[src/rtl/alu_pkg.sv]
// Shared opcode definitions for the registered ALU.
package alu_pkg;

    localparam int unsigned SEL_W = 2;

    typedef enum logic [SEL_W-1:0] {
        ALU_AND  = 2'b00,
        ALU_OR   = 2'b01,
        ALU_ADD  = 2'b10,
        ALU_NAND = 2'b11
    } alu_op_e;

endpackage

[src/rtl/alu_ripple_adder.sv]
// Ripple-carry adder built from a chained full-adder array, carry-in tied low.
module alu_ripple_adder #(
    parameter int unsigned width = 4
) (
    input  logic [width-1:0] a,
    input  logic [width-1:0] b,
    output logic [width-1:0] sum,
    output logic             cout
);

    logic [width:0] c;

    assign c[0] = 1'b0;

    // One full adder per bit; carry ripples from LSB to MSB.
    for (genvar i = 0; i < width; i++) begin : g_fa
        assign sum[i]  = a[i] ^ b[i] ^ c[i];
        assign c[i+1]  = (a[i] & b[i]) | (c[i] & (a[i] ^ b[i]));
    end

    assign cout = c[width];

endmodule

[src/rtl/alu_4bit.sv]
// Registered ALU: AND / OR / ADD / NAND with carry-out, one-cycle latency.
module alu_4bit
    import alu_pkg::*;
#(
    parameter int unsigned width = 4
) (
    input  logic             clk,
    input  logic             rst,
    input  logic [width-1:0] a,
    input  logic [width-1:0] b,
    input  logic [SEL_W-1:0] sel,
    output logic [width-1:0] out,
    output logic             carry
);

    logic [width-1:0] sum;
    logic             cout;
    logic [width-1:0] res_c;
    logic             carry_c;
    alu_op_e          op;

    assign op = alu_op_e'(sel);

    alu_ripple_adder #(.width(width)) u_adder (
        .a    (a),
        .b    (b),
        .sum  (sum),
        .cout (cout)
    );

    // Select adder or logic result; carry is only meaningful for ADD.
    always_comb begin
        res_c   = '0;
        carry_c = 1'b0;
        case (op)
            ALU_AND:  res_c = a & b;
            ALU_OR:   res_c = a | b;
            ALU_ADD: begin
                res_c   = sum;
                carry_c = cout;
            end
            ALU_NAND: res_c = ~(a & b);
        endcase
    end

    // Output register; reset clears result and carry without waiting for clk.
    always_ff @(posedge clk or posedge rst) begin
        if (rst) begin
            out   <= '0;
            carry <= 1'b0;
        end else begin
            out   <= res_c;
            carry <= carry_c;
        end
    end

endmodule

[config.mk]
export PLATFORM = sky130hd
export DESIGN_NAME = alu_4bit
export DESIGN_NICKNAME = d
export VERILOG_FILES = /design/src/rtl/alu_pkg.sv /design/src/rtl/alu_ripple_adder.sv /design/src/rtl/alu_4bit.sv
export SDC_FILE = /design/constraint.sdc
export NUM_CORES = 1
export LEC_CHECK = 0
export CORE_AREA = 5 5 42 44
export CTS_BUF_LIST = sky130_fd_sc_hd__clkbuf_16
export CTS_CLUSTER_SIZE = 24
export DETAILED_ROUTE_END_ITERATION = 8
export DIE_AREA = 0 0 47 49
export GPL_TIMING_DRIVEN = 0
export PLACE_DENSITY = 0.68
export SLEW_MARGIN = 20
export SYNTH_ARGS = -nofsm -noshare
export SYNTH_HDL_FRONTEND = slang
export SYNTH_SLANG_ARGS = --single-unit
[constraint.sdc]
create_clock -name clk -period 0.8 [get_ports clk]
set_input_delay 0.16 -clock clk [delete_from_list [all_inputs] [get_ports clk]]
set_output_delay 0.16 -clock clk [all_outputs]
set_load 0.005 [all_outputs]
# [Word-level counts from Yosys, hierarchy flattened]
# Cells that the tools add are included.
[totals] regBits=5 in_bits=12 out_inout_bits=5 wordCells=28
[op_classes] eq_ne=3 mux=2 bitwise_logic=20 reduce_logical=1
[op_table] op="$pmux W4 S4" count=1
[op_table] op="$and A1 B1 Y1" count=7
[op_table] op="$xor A1 B1 Y1" count=7
[op_table] op="$and A4 B4 Y4" count=1
[op_table] op="$eq A2 B2 Y1 const B" count=2
[op_table] op="$not A4 Y4" count=1
[op_table] op="$or A4 B4 Y4" count=1
[op_table] op="$or A1 B1 Y1" count=3
[op_table] op="$eq A2 B1 Y1 const B" count=1
[op_table] op="$logic_not A2 Y1" count=1
[op_table] op="$mux W1" count=1

# [Depth between registers and ports, before layout]
[logic_depth] depth_word=8 depth_mapped=8

# [By module]
# From an unflattened synthesis, not the netlist that was laid out.
[unflattened] hier_cells=46 area_unflattened_um2=421.7
[by_module_without_submodules] mod="alu_4bit" n_inst=1 cells_per_inst=32 area_each_um2=311.5 seq_area_each_um2=125.1
[by_module_without_submodules] mod="alu_ripple_adder" n_inst=1 cells_per_inst=14 area_each_um2=110.1 seq_area_each_um2=0.0

# [Worst setup path before layout]
# Ideal clock, no wire load.
[synth_path] path_type="input-to-reg" from="in a[0]" to="reg out[3]" arrival_ns=1.537 required_time_ns=0.674 slack_ns=-0.863 cell_stages=8 path_buffers=0 cell_sequence="ha_1 -> fa_1 -> inv_1 -> fa_1 -> fa_1 -> mux2i_1 -> nand2_1 -> o21ai_0"
[synth_between] elab_chain_cells=7
[synth_lines] item="start: declaration" line="alu_4bit.sv:9" rtl="input logic [width-1:0] a,"
[synth_lines] item="$and A1 B1 Y1 (2 in series)" line="alu_ripple_adder.sv:18" rtl="assign c[i+1] = (a[i] & b[i]) | (c[i] & (a[i] ^ b[i]));"
[synth_lines] item="$or A1 B1 Y1" line="alu_ripple_adder.sv:18"
[synth_lines] item="$and A1 B1 Y1" line="alu_ripple_adder.sv:18"
[synth_lines] item="$or A1 B1 Y1" line="alu_ripple_adder.sv:18"
[synth_lines] item="$xor A1 B1 Y1" line="alu_ripple_adder.sv:17" rtl="assign sum[i] = a[i] ^ b[i] ^ c[i];"
[synth_lines] item="$pmux W4 S4" line="alu_4bit.sv:35" rtl="case (op)"
[synth_lines] item="net res_c[3]" line="alu_4bit.sv:18" rtl="logic [width-1:0] res_c;"
[synth_lines] item="end signal: assignment" line="alu_4bit.sv:52" rtl="out <= res_c;"
[synth_lines] item="end: declaration" line="alu_4bit.sv:12" rtl="output logic [width-1:0] out,"
# The timed path passes the listed nets, and every way through them passes these cells.

# [Worst setup path after layout]
# Ends and elaborated chain as after synthesis.

==> Flow_metrics.wiki <==
{| class="wikitable"
! Metric !! Value
|-
| Maximum resistive drop on vdd || 0.000769 V
|-
| Cell with the largest stage delay on the worst path || sky130_fd_sc_hd__fa_1
|-
| Warnings from Yosys || 0
|-
| Post-CTS Hold Buffers || 0
|-
| Die area || 2300 um^2
|-
| Number of antenna violations at the first check in global routing || 0
|-
| Clock network fraction of design power || 58.7%
|-
| Number of detailed-routing iterations run before antenna repair || 1
|-
| Least-Margin Pin Slew || 0.279 ns
|-
| Average wire length per cell after detail routing || 10.1 um
|-
| Total wire length after detailed routing || 902 um
|-
| Crit path DAT || 1.70 ns
|-
| Setup Crit Path Kind || input port to flop
|-
| Relative slew slack || 81.4%
|-
| Data required, critical path || 0.95 ns
|-
| Top Family by Delay on Critical Path || adder cells
|-
| Number of nets with antenna violations after detailed routing || 0
|-
| Highest clock frequency the design can meet || 644 MHz
|-
| Maxcap violations || 0
|-
| Flop pwr share || 21.0%
|-
| Chip Height || 49 um
|-
| GRT Total Usage || 9.00%
|-
| Pwr Total || 1360 uW
|-
| Clock H-tree levels || 1
|-
| # diodes || 0
|-
| Reg clk slew, reported paths || 0.03 ns
|-
| Final net count || 97
|-
| Switching power total || 283 uW
|-
| FF+latch count, synth || 5
|-
| Leakage || 0.000396 uW
|-
| Register area share after synthesis || 26.5%
|-
| Placed cells || 82
|-
| Kind of launch point of the worst setup path || input port
|-
| PortBufs || 16
|-
| Pin count of the biggest net entering global routing || 11
|-
| Detail Placement HPWL || 754 um
|-
| Width of the die || 47 um
|-
| Worst path max stage delay || 0.41 ns
|-
| Number of non-filler instances in the completed layout || 89
|-
| Avg Inst Size Synth || 9.43 um^2
|-
| Post-DR vias/cell || 4.38
|-
| Outcome || finished, violations left
|-
| Cell Int Power || 1080 uW
|-
| Filler Cell Count || 141
|-
| Kind of capture point of the worst setup path || flop
|-
| Power density normalized to cell area || 1720 nW/um^2
|-
| Worst min path class || input port to asynchronous set/reset pin
|-
| Global-route congestion overflow total || 0
|-
| Number of global-route vias before repair || 390
|-
| Net count after synthesis || 73
|-
| CTS Buf Count || 3
|-
| First-pass GRT wire length || 1.45 mm
|-
| Final standard cell area without fillers || 791 um^2
|-
| Detailed Route Iter0 Violations || 0
|-
| Cell at the root of the clock tree || sky130_fd_sc_hd__clkbuf_16
|-
| Buf+Inv Stages, Crit Path || 2
|-
| Setup repair after global routing missed its margin || true
|-
| Core outline area || 1400 um^2
|-
| Violated checks || negative setup slack
|-
| Part of the total power dissipated in combinational logic || 20.3%
|-
| Hold violation count in the final report || 0
|-
| Final setup slack of the worst path || -0.754 ns
|-
| Part of the cycle the worst path needs || 194%
|-
| CTS tree || built
|-
| Final core area utilization || 56.4%
|-
| I/O pin cnt || 17
|-
| Routed vias || 390
|-
| Clk buf depth || 2
|-
| Crit-path max FO || 2
|-
| Worst-path cell chain || buf_8 -> ha_4 -> fa_2 -> inv_2 -> fa_2 -> fa_1 -> mux2i_1 -> nand2_1 -> o21ai_2
|-
| DRC Markers || 0
|-
| Leading cell types in the layout, fill and taps excluded || sky130_fd_sc_hd__inv_1, sky130_fd_sc_hd__ha_1, sky130_fd_sc_hd__buf_2
|-
| Last weighted congestion value of the routability-driven placer || 0.646
|-
| Post-Synthesis Cell Area || 472 um^2
|-
| Initial cell density of the core || 33.7%
|-
| Crit path time final || 1.55 ns
|-
| Gate Count Post-Synth || 50
|-
| Share of final-layout standard cells stronger than drive strength 1 || 39.7%
|-
| Max-slew violation total from the final report || 0
|-
| Setup Viol. Count Final || 10
|-
| Clock sink total || 5
|-
| Post-synthesis to final-layout area growth || 67.6%
|-
| Distinct cells, synth || 15
|-
| Placed standard-cell area || 694 um^2
|-
| Post-Place Setup Slack || -1.73 ns
|-
| Switching power share of the total || 20.8%
|-
| Placement row count || 14
|-
| Most Frequent Cell on Critical Path || sky130_fd_sc_hd__fa_2
|}
per-layer routing:
layer	vias to the layer above	GRT usage, %	share of wire, %
li1	200	-	-
met1	175	8.74	35
met2	13	15.2	55
met3	2	1.11	7.4
met4	0	8.29	2.2
met5	-	0	0
worst paths after layout:
| check | startpoint | to | slack, ns | depth (start not counted) |
|---|---|---|---|---|
| min | rst | out[3] | 0.14 | 2 |
| max in group asynchronous | rst | out[2] | 0.49 | 2 |
| max | a[0] | out[3] | -0.75 | 9 |
| min in group clk | sel[0] | carry | 0.40 | 3 |
per-stage QoR:
step | hold WS [ns] | TNS (ns)
after detailed placement | 0.378 | -7.62
after global placement | 0.366 | -7.42
final | 0.144 | -2.55
after global routing | 0.182 | -2.93
after floorplan | -0.0615 | -2.64
after CTS | 0.153 | -2.72
state kept, by name (all words and copies together) (netlist names):
| signal | count |
|---|---|
| out | 4 |
| carry | 1 |
Yosys cell counts, drive strengths merged:
cell type / number / area [um^2]
dfrtp: 5 / 125
mux2: 1 / 11.3
buf: 1 / 11.3
nor2b: 1 / 6.26
inv: 10 / 37.5
and2b: 5 / 37.5
a21oi: 1 / 5.00
nand2: 4 / 15.0
o21ai: 8 / 40.0
mux2i: 1 / 10.0
nor3: 1 / 5.00
nor3b: 1 / 7.51
fa: 3 / 60.1
ha: 8 / 100
area by class of cell:
type	count	area [um^2]	share of cell area, %
multi-input cells	34	337	42.6
repair buffers	19	166	21.0
flip-flops and latches	5	125	15.8
clock buffers	3	75.1	9.49
inverters	10	52.6	6.65
well taps	16	20.0	2.53
plain buffers	1	11.3	1.42
clock inverters	1	3.75	0.475
logic make-up (layout without fill, tap and decap cells):
kind of cell / count (synthesis) / after routing / synth area share, %
AOI/OAI and AO/OA: 9 / 9 / 9.55
adders and majority gates: 11 / 11 / 34.0
buffers and inverters: 11 / 34 / 10.3
DFF: 5 / 5 / 26.5
muxes: 2 / 2 / 4.51
and+or+nand+nor: 12 / 12 / 15.1
what timing repair did:
action | in CTS | in global routing
hold endpoints to repair | 0 | 0
buffers inserted | 4 | 1
gates resized for setup | 57 | 0
endpoints found under the setup margin | 10 | 10
pin swaps | 6 | 2
power by group through the flow:
stage,registers [uW],logic [uW],clock network [uW]
finish,286,276,799
global route,288,314,834
CTS,287,296,808
detailed placement,291,291,0
global placement,288,279,0
floorplan,293,129,0
Note: power is estimated with default switching activity, not from simulation.
